[src/rtl/param_serial_adder.sv]
// Chunk-serial adder: CHUNK bits of a+b per cycle, valid/ready handshakes.
// Optional subtract mode when SERIAL_ADDER_SUB_EN is defined (adds port sub).
module param_serial_adder #(
  parameter int WIDTH = 16,
  parameter int CHUNK = 4
) (
  input  logic             clk,
  input  logic             rst_n,
  input  logic             in_valid,
  output logic             in_ready,
  input  logic [WIDTH-1:0] a,
  input  logic [WIDTH-1:0] b,
  input  logic             cin,
`ifdef SERIAL_ADDER_SUB_EN
  input  logic             sub,
`endif
  output logic             out_valid,
  input  logic             out_ready,
  output logic [WIDTH-1:0] sum,
  output logic             cout,
  output logic             busy
);

  localparam int NCHUNK = WIDTH / CHUNK;
  localparam int CW = (NCHUNK > 1) ? $clog2(NCHUNK) : 1;
  localparam logic [CW-1:0] LAST = CW'(NCHUNK - 1);

  typedef enum logic [1:0] {
    IDLE,
    RUN,
    DONE
  } state_t;

  state_t           state;
  logic [WIDTH-1:0] opa;
  logic [WIDTH-1:0] opb;
  logic             carry;
  logic [CW-1:0]    cnt;
  logic [CHUNK:0]   part;
  logic [WIDTH-1:0] b_in;
  logic             c_in;

  // Operand B and initial carry as captured (inverted B, carry 1 for subtract)
  always_comb begin
    b_in = b;
    c_in = cin;
`ifdef SERIAL_ADDER_SUB_EN
    if (sub) begin
      b_in = ~b;
      c_in = 1'b1;
    end
`endif
  end

  // One chunk of the running addition
  always_comb begin
    part = {1'b0, opa[int'(cnt)*CHUNK +: CHUNK]}
         + {1'b0, opb[int'(cnt)*CHUNK +: CHUNK]}
         + {{CHUNK{1'b0}}, carry};
  end

  // Control FSM with registered handshake outputs and datapath
  always_ff @(posedge clk) begin
    if (!rst_n) begin
      state     <= IDLE;
      in_ready  <= 1'b1;
      out_valid <= 1'b0;
      busy      <= 1'b0;
      opa       <= '0;
      opb       <= '0;
      carry     <= 1'b0;
      cnt       <= '0;
      sum       <= '0;
      cout      <= 1'b0;
    end else begin
      unique case (state)
        IDLE: begin
          if (in_valid) begin
            opa      <= a;
            opb      <= b_in;
            carry    <= c_in;
            cnt      <= '0;
            state    <= RUN;
            in_ready <= 1'b0;
            busy     <= 1'b1;
          end
        end
        RUN: begin
          sum[int'(cnt)*CHUNK +: CHUNK] <= part[CHUNK-1:0];
          carry <= part[CHUNK];
          if (cnt == LAST) begin
            cnt       <= '0;
            cout      <= part[CHUNK];
            state     <= DONE;
            out_valid <= 1'b1;
          end else begin
            cnt <= cnt + 1'b1;
          end
        end
        DONE: begin
          if (out_ready) begin
            state     <= IDLE;
            out_valid <= 1'b0;
            in_ready  <= 1'b1;
            busy      <= 1'b0;
          end
        end
        default: begin
          state     <= IDLE;
          out_valid <= 1'b0;
          in_ready  <= 1'b1;
          busy      <= 1'b0;
        end
      endcase
    end
  end

endmodule

[config.mk]
export PLATFORM = sky130hd
export DESIGN_NAME = param_serial_adder
export DESIGN_NICKNAME = d
export VERILOG_FILES = /design/src/rtl/param_serial_adder.sv
export SDC_FILE = /design/constraint.sdc
export NUM_CORES = 1
export LEC_CHECK = 0
export BUFFER_PORTS_ARGS = -buffer_cell sky130_fd_sc_hd__buf_2
export CORE_MARGIN = 2
export CORE_UTILIZATION = 40
export DETAILED_ROUTE_END_ITERATION = 8
export GPL_TIMING_DRIVEN = 0
export PLACE_DENSITY = 0.64
export SETUP_SLACK_MARGIN = 0.15
export SYNTH_ARGS = -nofsm -noshare
export SYNTH_HDL_FRONTEND = slang
export SYNTH_SLANG_ARGS = --single-unit
[constraint.sdc]
create_clock -name clk -period 6.14 [get_ports clk]
set_input_delay 1.228 -clock clk [delete_from_list [all_inputs] [get_ports clk]]
set_output_delay 1.228 -clock clk [all_outputs]
set_load 0.005 [all_outputs]
### Word-level counts from Yosys, hierarchy flattened

Cells that the tools add are included.

* input bits: 37
* word-level logic and storage cells: 52
* register bits: 57

* equality and inequality tests: 6
* bitwise logic cells: 2
* add/subtract/negate cells: 4
* mux-type cells: 18
* reduce and logical (&&, ||, !) cells: 8
* shift-type cells: 4

Operators with widths (number)
* $neg A4 Y33: 1
* $shift A4 B33 Y16 const A: 1
* $shiftx A4 B33 Y16: 1
* $shiftx A16 B5 Y4: 2
* $bwmux W16: 1
* $mux W2: 5
* $pmux W1 S3: 3
* $reduce_and A3 Y1: 3
* $mux W1: 6
* $ne A2 B2 Y1 const B: 3
* $pmux W2 S3: 1
* $reduce_and A2 Y1: 3
* $add A4 B4 Y5: 1
* $add A5 B1 Y5: 1
* $eq A2 B2 Y1 const B: 2
* $pmux W2 S2: 1
* $add A2 B1 Y2 const B: 1
* $eq A2 B1 Y1 const B: 1
* $logic_not A2 Y1: 1
* $not A1 Y1: 2
* $pmux W1 S2: 1
* $reduce_bool A2 Y1: 1

### Longest topological paths before layout

* depth after elaboration: 5
* gate-level depth with buffers: 9
* mapped depth without buffers: 8

### Worst setup path before layout

OpenSTA, ideal clock, no wires.

* path type: register -> register
* start: register cnt[0]
* end: register cout
* required time: 6.018 ns
* arrival: 2.373 ns
* slack: 3.646 ns
* stages on the path, launching flop included: 9
* path buffers: 1
* path through: dfxtp_1 buf_4 mux4_2 fa_1 inv_1 fa_1 nor2b_1 o21a_1 o311a_1

* longest elaborated chain between the ends: 3
* elaborated cells between the ends (all ways): 6
* classes of those cells: add/sub: 2; eq/ne: 1; shift: 2; reduce/logical: 1

Ends and longest elaborated chain
* start, declared: RTL line 38 `logic [CW-1:0] cnt;`
* start signal, assigned: RTL line 97 `cnt <= cnt + 1'b1;`
* $shiftx A16 B5 Y4, on equally long branches: RTL line 57, 58
* $add A4 B4 Y5: RTL line 58 `+ {1'b0, opb[int'(cnt)*CHUNK +: CHUNK]}`
* $add A5 B1 Y5: RTL line 59 `+ {{CHUNK{1'b0}}, carry};`
* end signal, assigned: RTL line 93 `cout <= part[CHUNK];`
* end, declared: RTL line 20 `output logic cout,`

Several ways; a longest one is shown, not always the timed one.
A chain may end at the register's enable or synchronous reset.

### Final worst setup path

* start: register cnt[0]
* end: register sum[13]

* longest elaborated chain between the ends: 5
* elaborated cells between the ends (all ways): 8
* classes of those cells: add/sub: 3; shift: 4; mux: 1

Ends and longest elaborated chain
* $shiftx A16 B5 Y4, on equally long branches: RTL line 57, 58
* $add A4 B4 Y5: RTL line 58
* $add A5 B1 Y5: RTL line 59
* $shiftx A4 B33 Y16: RTL line 89 `sum[int'(cnt)*CHUNK +: CHUNK] <= part[CHUNK-1:0];`
* $bwmux W16 (*): RTL line 89
* end signal, assigned by index: RTL line 89
* end, declared: RTL line 19 `output logic [WIDTH-1:0] sum,`

Mark *: on every way between the ends. The rest lies on a longest branch, timed or not.

==> results.cfg <==
[status]
status = completed

[yosys]
synth-seq-cells = 57
synth_area_per_cell_um2 = 9.195
synth_ff_type = dfxtp_1
synth_edf_count = 0
yosysWarnings = 0
syn_area_um2 = 2584
synth_seq_area_share_pct = 44.16
yosysUniqueCellTypes = 37
syn_inst = 281
async_reset_ff_share_pct = 0
syn-num-nets = 329

[cts]
cts_setup_buffers = 0
cts.clk_slew.worst_paths_ns = 0.07
cts_tree = yes
clk_path_buf_depth = 2
cts_resized = 0
cts-root-buf = clkbuf_8
cts_max_level = 3
cts_sinks = 57
clk_latency_ns = 0.34
postCtsHoldBufs = 0
cts_buffers = 9

[layout]
syn2layout_area_growth_pct = 23.24
fillers = 626
fin_util_pct = 50.44
drive_above_1_share_pct = 26.99
diodes = 0
fin_nets = 395

[routing]
ant_nets = 0
avgViaCountPerCell = 5.063
wl_per_cell_um = 14.10
vias = 2172
wl_um = 6047
drtPass1Iterations = 4
drtIter0Drc = 136
drc = 0

[setup_path]
worstPathArrival_ns = 3.08
r2r_end = sum[13]
required_ns = 6.42
reg2regPathDepth = 8
worstReg2RegStart = cnt[0]
path_class = reg -> reg
r2r_slack_ns = 3.35
crit_start = cnt[0]
crit_path_start_kind = flop
path_max_fanout = 10
cp-end-kind = flop

[min_path]
holdPathEnd = opa[12]
hp-class = reg -> reg
whs_path_depth = 2
min-delay-start = opa[12]

[global_routing]
grt_max_degree = 11
grt_pass1_wl_um = 10200
grt_usage_pct = 18.54
antenna_found_initial = 0
gr-total-overflow = 0
first_global_vias = 2154

[floorplan]
design.die.area_um2 = 7118
rows = 29
die_h_um = 84.37
ios = 57
fp.dieW_um = 84.37
coreArea_um2 = 6314
start_util_pct = 40.92

[placed_design]
place_hpwl_um = 4365
place.gp.congestion = 0.7395
pre_cts_slack_ns = 3.303
io_buffers = 55

[power]
p_leak_nw = 1.342
power.density_nw_per_um2 = 287.7
peakVddDrop_uv = 145.9

[sta]
hold_viol = 0
fmax_ghz = 0.3579
maxSlewHeadroom_pct = 58.86
setup_tns_ns = 0
skew_ns = 0.005819
tightest_slew_ns = 0.6171
period_share_pct = 45.51
rsz0062_at_grt = no
drv_slew = 0
period_minus_slack_ns = 2.794
setup_viol = 0
worst_slack_ns = 3.346

[flow_run]
drv_cap = 0
metal layers:
metal / vias to the layer above / global-route usage, % / part of all wire, %
li1: 1089 / - / -
met2: 51 / 29.37 / 46
met3: 8 / 5.703 / 5.0
met1: 1024 / 23.92 / 48
met5: - / 0 / 0
met4: 0 / 6.926 / 1.5
cell usage after synthesis (all sizes together) (4+ instances only):
master,count,share of area (%)
a21boi,28,8.1
a21oi,9,1.7
a22oi,12,3.5
buf,10,2.8
clkbuf,7,1.0
dfxtp,57,44
ha,9,4.4
inv,8,1.2
mux4,8,7.0
nand2,79,12
nand3,4,0.77
nor2,15,2.2
nor2b,5,1.3
o21ai,5,0.97
placed cells by master (no fill, tap or decap), types with 2 or more instances in the layout:
cell	netlist	routed
buf_2	3	58
clkbuf_8	0	11
a22oi_1	12	12
buf_4	6	6
bufinv_16	0	2
nand2b_1	2	2
a21boi_0	6	6
nor3_1	3	3
a21boi_1	22	22
fa_1	2	2
nand2_1	78	78
o21ai_1	3	3
o21ai_0	2	2
nor2b_1	4	4
clkinv_2	0	2
nor2_1	15	15
inv_1	8	8
o21a_1	2	2
nor4_4	2	2
o21bai_1	2	2
clkbuf_1	7	7
ha_1	9	9
a32oi_1	2	2
mux4_2	8	8
dfxtp_1	57	57
nand3_1	4	4
a21oi_1	9	9
critical path: stages, from the launching register on:
cell and delay (ns):
dfxtp_1 0.53, buf_4 0.32, mux4_2 0.57, fa_1 0.43, inv_1 0.08, fa_1 0.40, inv_1 0.17, a22oi_1 0.12
nor2b_1 0.10
per-stage QoR:
stage | instance area [um^2] | instances | power, W | hold WS (ns)
5_1_grt | 3184 | 429 | 0.0009555 | 0.4760
2_1_floorplan | 2584 | 281 | 0.0004829 | 0.4319
4_1_cts | 3184 | 429 | 0.0009190 | 0.4542
6_report | 3184 | 429 | 0.0009162 | 0.4528
3_3_place_gp | 2955 | 413 | 0.0005204 | 0.4396
3_5_place_dp | 2955 | 413 | 0.0005227 | 0.4444
worst max path at each step:
stage	to	slack (ns)	depth (start not counted)
CTS	sum[13]	3.29	8
detailed placement	sum[13]	3.30	8
global placement	sum[13]	3.39	8
global route	sum[11]	3.16	7
finish	sum[13]	3.35	8
floorplan	cout	3.65	8
flip-flops by register name, indices dropped and copies added (netlist names):
| signal | count |
|---|---|
| busy | 1 |
| carry | 1 |
| cnt | 2 |
| cout | 1 |
| in_ready | 1 |
| opa | 16 |
| opb | 16 |
| out_valid | 1 |
| state | 2 |
| sum | 16 |
layout make-up:
type                       instances  area (um^2)  area share [%]
timing repair buffer              55        275.3           8.644
clock buffer                      11        151.4           4.754
clock inverter                     5        77.57           2.436
tap                               77        96.34           3.026
sequential                        57         1141           35.83
buffer                            17        97.59           3.065
inverter                           8        30.03          0.9430
multi-input combinational        199         1315           41.30
cells by family (layout without fill, tap and decap cells):
| kind of cell | count (synthesis) | after routing | share of synthesized area [%] |
|---|---|---|---|
| adders and majority gates | 11 | 11 | 5.908 |
| AOI/OAI and AO/OA | 63 | 63 | 17.09 |
| and+or+nand+nor | 116 | 116 | 20.58 |
| xor gates and xnor gates | 1 | 1 | 0.3390 |
| DFF | 57 | 57 | 44.16 |
| buffers and inverters | 25 | 96 | 4.939 |
| muxes | 8 | 8 | 6.973 |
report_power, final:
part           internal (W)  total (W)  leakage [nW]  switching [W]
Clock              0.000249   0.000402         0.115       0.000153
Combinational     0.0000506   0.000116         0.761      0.0000650
Sequential         0.000387   0.000399         0.466      0.0000111
Note: power is estimated with default switching activity, not from simulation.
